===== src/rtl/reset_vector_fetch_if.sv =====
// Interface between reset_vector_fetch, the ROM-emulator front end readout port
// and the host-side valid/ready handshake.
// master: the fetch block (drives index, vector, valid).
// slave:  front end / host (drives chunk data and ready).
interface reset_vector_fetch_if #(
    parameter int unsigned ADDR_N  = 19,
    parameter int unsigned CHUNK_N = 2,
    parameter int unsigned IDX_N   = 5
);
    logic [IDX_N-1:0]   o_idx;
    logic [CHUNK_N-1:0] i_chunk;
    logic [ADDR_N-1:0]  o_reset_addr;
    logic               o_valid;
    logic               i_ready;

    modport master (
        output o_idx,
        input  i_chunk,
        output o_reset_addr,
        output o_valid,
        input  i_ready
    );

    modport slave (
        input  o_idx,
        output i_chunk,
        input  o_reset_addr,
        input  o_valid,
        output i_ready
    );
endinterface


===== src/rtl/reset_vector_fetch.sv =====
// reset_vector_fetch: waits for the front end's set bit, walks its 2-bit readout
// port one index per cycle, reassembles the reset vector and offers it to the
// host with a valid/ready handshake. A rearm in DONE triggers a fresh readout.
// Optional feature macro: RESET_VECTOR_VERIFY_EN adds a second readout pass
// (VERIFY) that compares every chunk against the captured value and sets a
// sticky o_err on any mismatch.
module reset_vector_fetch #(
    parameter int unsigned ADDR_N  = 19,
    parameter int unsigned CHUNK_N = 2,
    parameter int unsigned IDX_N   = 5
) (
    input  logic                 i_clk,
    input  logic                 _rst,
    input  logic                 s,
    reset_vector_fetch_if.master bus,
    input  logic                 i_rearm,
    output logic                 o_busy,
    output logic                 o_err
);

    localparam int unsigned      N_CHUNKS = (ADDR_N + CHUNK_N - 1) / CHUNK_N;
    // All-ones index is out of range, so the front end floats its output.
    localparam logic [IDX_N-1:0] IDX_IDLE = '1;
    localparam logic [IDX_N-1:0] IDX_LAST = IDX_N'(N_CHUNKS - 1);

    typedef enum logic [2:0] {
        StIdle,
        StFetch,
        StVerify,
        StPresent,
        StDone
    } state_e;

    state_e              state_q, state_d;
    logic [IDX_N-1:0]    idx_q, idx_d;
    logic [ADDR_N-1:0]   addr_q, addr_d;
    logic                s_meta_q, s_sync_q;
    logic [ADDR_N-1:0]   addr_wr;

`ifdef RESET_VECTOR_VERIFY_EN
    logic                err_q, err_d;
    logic                chunk_mis;
`endif

    // Two-flop synchronizer for the asynchronous set bit.
    always_ff @(posedge i_clk or negedge _rst) begin
        if (!_rst) begin
            s_meta_q <= 1'b0;
            s_sync_q <= 1'b0;
        end else begin
            s_meta_q <= s;
            s_sync_q <= s_meta_q;
        end
    end

    // Merge the incoming chunk into the vector at the current index; bits of the
    // last chunk above ADDR_N-1 have no home and are dropped.
    always_comb begin
        addr_wr = addr_q;
`ifdef RESET_VECTOR_VERIFY_EN
        chunk_mis = 1'b0;
`endif
        for (int b = 0; b < ADDR_N; b++) begin
            if (IDX_N'(b / CHUNK_N) == idx_q) begin
                addr_wr[b] = bus.i_chunk[b % CHUNK_N];
`ifdef RESET_VECTOR_VERIFY_EN
                chunk_mis = chunk_mis | (addr_q[b] != bus.i_chunk[b % CHUNK_N]);
`endif
            end
        end
    end

    // State, index, vector (and error) registers.
    always_ff @(posedge i_clk or negedge _rst) begin
        if (!_rst) begin
            state_q <= StIdle;
            idx_q   <= IDX_IDLE;
            addr_q  <= '0;
`ifdef RESET_VECTOR_VERIFY_EN
            err_q   <= 1'b0;
`endif
        end else begin
            state_q <= state_d;
            idx_q   <= idx_d;
            addr_q  <= addr_d;
`ifdef RESET_VECTOR_VERIFY_EN
            err_q   <= err_d;
`endif
        end
    end

    // Next-state logic: one readout index per cycle, then present and hold.
    always_comb begin
        state_d = state_q;
        idx_d   = idx_q;
        addr_d  = addr_q;
`ifdef RESET_VECTOR_VERIFY_EN
        err_d   = err_q;
`endif
        case (state_q)
            StIdle: begin
                if (s_sync_q) begin
                    state_d = StFetch;
                    idx_d   = '0;
                end
            end
            StFetch: begin
                // Set bit is not rechecked here: a started capture always completes.
                addr_d = addr_wr;
                if (idx_q == IDX_LAST) begin
`ifdef RESET_VECTOR_VERIFY_EN
                    state_d = StVerify;
                    idx_d   = '0;
`else
                    state_d = StPresent;
                    idx_d   = IDX_IDLE;
`endif
                end else begin
                    idx_d = idx_q + 1'b1;
                end
            end
`ifdef RESET_VECTOR_VERIFY_EN
            StVerify: begin
                // First-pass value is kept; the second pass only flags differences.
                if (chunk_mis) begin
                    err_d = 1'b1;
                end
                if (idx_q == IDX_LAST) begin
                    state_d = StPresent;
                    idx_d   = IDX_IDLE;
                end else begin
                    idx_d = idx_q + 1'b1;
                end
            end
`endif
            StPresent: begin
                if (bus.i_ready) begin
                    state_d = StDone;
                end
            end
            StDone: begin
                // Set bit is sticky in the front end, so no resync on rearm.
                if (i_rearm) begin
                    state_d = StFetch;
                    idx_d   = '0;
                    addr_d  = '0;
                end
            end
            default: begin
                state_d = StIdle;
                idx_d   = IDX_IDLE;
            end
        endcase
    end

    // Outputs decoded from registered state; busy also covers the sync window.
    always_comb begin
        bus.o_idx        = idx_q;
        bus.o_reset_addr = addr_q;
        bus.o_valid      = (state_q == StPresent);
        o_busy           = (state_q == StFetch) || (state_q == StVerify) ||
                           ((state_q == StIdle) && s_meta_q);
`ifdef RESET_VECTOR_VERIFY_EN
        o_err            = err_q;
`else
        o_err            = 1'b0;
`endif
    end

endmodule


===== src/flat_wrapper.sv =====
// flat-port wrapper written by rule: the top's interface ports become plain ports
module reset_vector_fetch_flat 
#(
    parameter int unsigned ADDR_N  = 19,
    parameter int unsigned CHUNK_N = 2,
    parameter int unsigned IDX_N   = 5
)
  (i_clk, _rst, s, i_rearm, o_busy, o_err, bus_o_idx, bus_i_chunk, bus_o_reset_addr, bus_o_valid, bus_i_ready);
  reset_vector_fetch_if #(.ADDR_N(ADDR_N), .CHUNK_N(CHUNK_N), .IDX_N(IDX_N)) bus_i ();
  input  logic i_clk;
  input  logic _rst;
  input  logic s;
  input  logic i_rearm;
  output logic o_busy;
  output logic o_err;
  output wire logic [$bits(bus_i.o_idx)-1:0] bus_o_idx;
  input wire logic [$bits(bus_i.i_chunk)-1:0] bus_i_chunk;
  output wire logic [$bits(bus_i.o_reset_addr)-1:0] bus_o_reset_addr;
  output wire logic [$bits(bus_i.o_valid)-1:0] bus_o_valid;
  input wire logic [$bits(bus_i.i_ready)-1:0] bus_i_ready;
  assign bus_o_idx = bus_i.o_idx;
  assign bus_i.i_chunk = bus_i_chunk;
  assign bus_o_reset_addr = bus_i.o_reset_addr;
  assign bus_o_valid = bus_i.o_valid;
  assign bus_i.i_ready = bus_i_ready;
  reset_vector_fetch #(.ADDR_N(ADDR_N), .CHUNK_N(CHUNK_N), .IDX_N(IDX_N)) u_core (.i_clk(i_clk), ._rst(_rst), .s(s), .bus(bus_i), .i_rearm(i_rearm), .o_busy(o_busy), .o_err(o_err));
endmodule

===== config.mk =====
export PLATFORM = sky130hd
export DESIGN_NAME = reset_vector_fetch_flat
export DESIGN_NICKNAME = d
export VERILOG_FILES = /design/src/rtl/reset_vector_fetch_if.sv /design/src/rtl/reset_vector_fetch.sv /design/src/flat_wrapper.sv
export SDC_FILE = /design/constraint.sdc
export NUM_CORES = 1
export LEC_CHECK = 0
export BUFFER_PORTS_ARGS = -buffer_cell sky130_fd_sc_hd__buf_2
export CAP_MARGIN = 20
export CORE_UTILIZATION = 54
export DETAILED_ROUTE_END_ITERATION = 8
export PLACE_DENSITY = 0.83
export SYNTH_ARGS = -nofsm -noshare
export SYNTH_HDL_FRONTEND = slang
export SYNTH_SLANG_ARGS = --single-unit
export TNS_END_PERCENT = 30

===== constraint.sdc =====
create_clock -name i_clk -period 2.38 [get_ports i_clk]
set_input_delay 0.595 -clock i_clk [delete_from_list [all_inputs] [get_ports i_clk]]
set_output_delay 0.595 -clock i_clk [all_outputs]
set_load 0.01 [all_outputs]

==> impl_metrics.toml <==
[status]
outcome = "finished with violations"
violations = "DRC"

[power_and_ir_drop]
power_mw = 3.097
pwr-share-clk_pct = 9.6
pwr-share-comb_pct = 57.5
powerDensity_mw_per_mm2 = 1670
share_seq_of_total_power_pct = 33.0
cellLeakagePower_nw = 0.8360
switching_power_mw = 1.291
peakVddDrop_mv = 0.9822
p_sw_share_pct = 41.69
p_int_mw = 1.806

[synthesis]
ys_seq_area_share_pct = 44.02
syn-num-nets = 142
synth_flop_cell = "dfrtp_1"
synthesis.area_mm2 = 0.001663
yosysWarnings = 0
ys_types = 42
synth_edf_count = 0
synth_area_per_cell_um2 = 12.79
async_reset_ff_share_pct = 100.0
synthCells = 130
synth_seq_cells = 29

[finish]
finish.net_count = 175
fill_cells = 221
drive_gt1_share_pct = 41.72
diodes = 0
final_common_cell = "buf_2"
final_cell_mix = "buf_2, dfrtp_1, mux2_1"
syn_to_final_growth_pct = 11.51
stdcell_count = 194

[floorplan]
die_h_um = 57.49
fp.dieW_um = 57.49
io_pins = 34
core-area_mm2 = 0.002829
die-area_mm2 = 0.003305
num_rows = 19
initial_core_util_pct = 58.78

[routing]
avgRoutedWirePerCell_um = 15.69
drt_iter0_markers = 31
vias = 1121
wirelength_um = 3043
vias_per_cell = 5.778
route.detailed.drc = 2
drtPass1Iterations = 6
drtAntennaViolNets = 0

[global_routing]
grt_pass1_wl_um = 5388
grt_pass1_vias = 1107
track_usage_pct = 22.07
antenna_found_initial = 0
grt_max_degree = 30
overflow = 0

[worst_setup_path]
crit_fanout = 10
critPathKind = "flip-flop to primary output"
slowest_stage = "dfrtp_1"
cpPeakStageDelay_ns = 0.63
start_kind = "flip-flop"
crit_path_cell_trace = "nor3_1 > a211oi_1 > buf_2"
worstPathArrival_ns = 1.41
cp.required_ns = 1.78
crit_path_end_kind = "primary output"

[clock_network]
clkTransAtPathRegs_ns = 0.08
holdBufCountCts = 0
numCtsBuffers = 5
ctsResizeCount = 0
cts_buffer_depth = 2
ctsRootBufferMaster = "clkbuf_4"
clkLatencyLatePin_ns = 0.32
cts_tree = "done"
postCtsSetupBuffers = 0
cts_htree_levels = 2
cts.sinks = 29

[placed_design]
dp_hpwl_um = 2157
routabilityCongestion = 0.8422
dp.cells = 187
preCtsSetupSlack_ns = 0.5378
port-buffer-count = 32

[timing]
tns_ns = 0
hold_viol = 0
worstMarginPinSlew_ns = 0.7576
rsz0062_at_grt = "no"
drv_slew = 0
finClkSkew_ns = 0.003222
timing.final.crit_period_ns = 2.007
fmax_mhz = 498.4
post-route-period-util_pct = 84.31
finalSetupViolCount = 0
slew_headroom_pct = 49.39
setup_slack_ns = 0.3735

[job]
cap_violations = 0

[hold_path]
hold_path_class = "primary input to async pin"
-- final cells by class --
| class | instances | area, um^2 | area share (%) |
|---|---|---|---|
| well taps | 31 | 38.79 | 2.092 |
| repair buffers | 33 | 167.7 | 9.042 |
| inverters | 3 | 11.26 | 0.6073 |
| flip-flops and latches | 29 | 732.0 | 39.47 |
| clock buffers | 7 | 55.05 | 2.969 |
| multi-input cells | 91 | 849.6 | 45.82 |
-- per-stage QoR --
step / util [%] / hold WS (ns) / instance area, um^2
6_report: 65.55 / 0.2840 / 1854
2_1_floorplan: - / 0.2994 / 1663
4_1_cts: 65.55 / 0.2864 / 1854
3_3_place_gp: 63.60 / 0.3590 / 1799
3_5_place_dp: 63.60 / 0.3754 / 1799
5_1_grt: 65.55 / 0.3110 / 1854
-- logic make-up (layout without fill, tap and decap cells) --
family | after synthesis | count (layout) | share of synthesized area, %
simple gates | 30 | 30 | 11.89
flops | 29 | 29 | 44.02
mux | 21 | 21 | 15.50
compound gates | 34 | 34 | 19.72
other cells | 1 | 1 | 0.2255
fa+ha+maj | 5 | 5 | 3.762
buf+inv | 10 | 43 | 4.890
-- power by group through the flow --
stage | combinational [mW] | clock (mW) | sequential (mW)
detailed placement | 1.78 | 0 | 1.02
global placement | 1.75 | 0 | 1.00
CTS | 1.80 | 0.312 | 1.02
global route | 1.93 | 0.336 | 1.06
finish | 1.78 | 0.296 | 1.02
floorplan | 1.44 | 0 | 1.04
-- synthesized netlist by cell type, drive strengths merged (3+ instances only) --
cell type	instances	area, um^2
a21boi	3	22.52
a21oi	17	193.9
buf	6	66.30
dfrtp	24	600.6
dfstp	5	131.4
ha	5	62.56
inv	3	11.26
mux2	20	247.7
nand2	6	22.52
nand3b	4	42.54
nor2	7	42.54
nor2b	4	25.02
o21ai	4	20.02
o22a	3	26.28
-- state kept, by name (all words and copies together) (netlist names) --
register                 count
u_core.bus.o_idx             5
u_core.bus.o_reset_addr     19
u_core.s_sync_q              1
u_core.state_q               3
u_core.s_meta_q              1
-- path summary, 6_finish.rpt --
kind	from	endpoint	slack [ns]	cells after the start
min in group i_clk	s	u_core.s_meta_q	0.37	1
max	u_core.state_q[1]	o_busy	0.37	3
min	_rst	u_core.bus.o_reset_addr[15]	0.28	1
max reg2reg	u_core.bus.o_idx[0]	u_core.bus.o_reset_addr[2]	0.52	5
max in group asynchronous	_rst	u_core.bus.o_reset_addr[2]	1.68	1
min reg2reg	u_core.s_meta_q	u_core.s_sync_q	0.40	0
-- critical path, delay by kind of cell, from the launching register on --
kind | cells | cell delay [ns]
and+or+nand+nor | 1 | 0.11
DFF | 1 | 0.63
AOI/OAI and AO/OA | 1 | 0.17
buffers and inverters | 1 | 0.16
-- layer usage --
layer / share of wire (%) / global-route usage (%) / up-vias / wire (um)
met4: 1.7 / 9.756 / 0 / 53
met3: 4.7 / 7.029 / 5 / 143
met2: 47 / 32.72 / 34 / 1438
met1: 46 / 29.65 / 552 / 1407
li1: - / - / 530 / -
met5: 0 / 0 / - / 0
(Power assumes the default switching activity.)
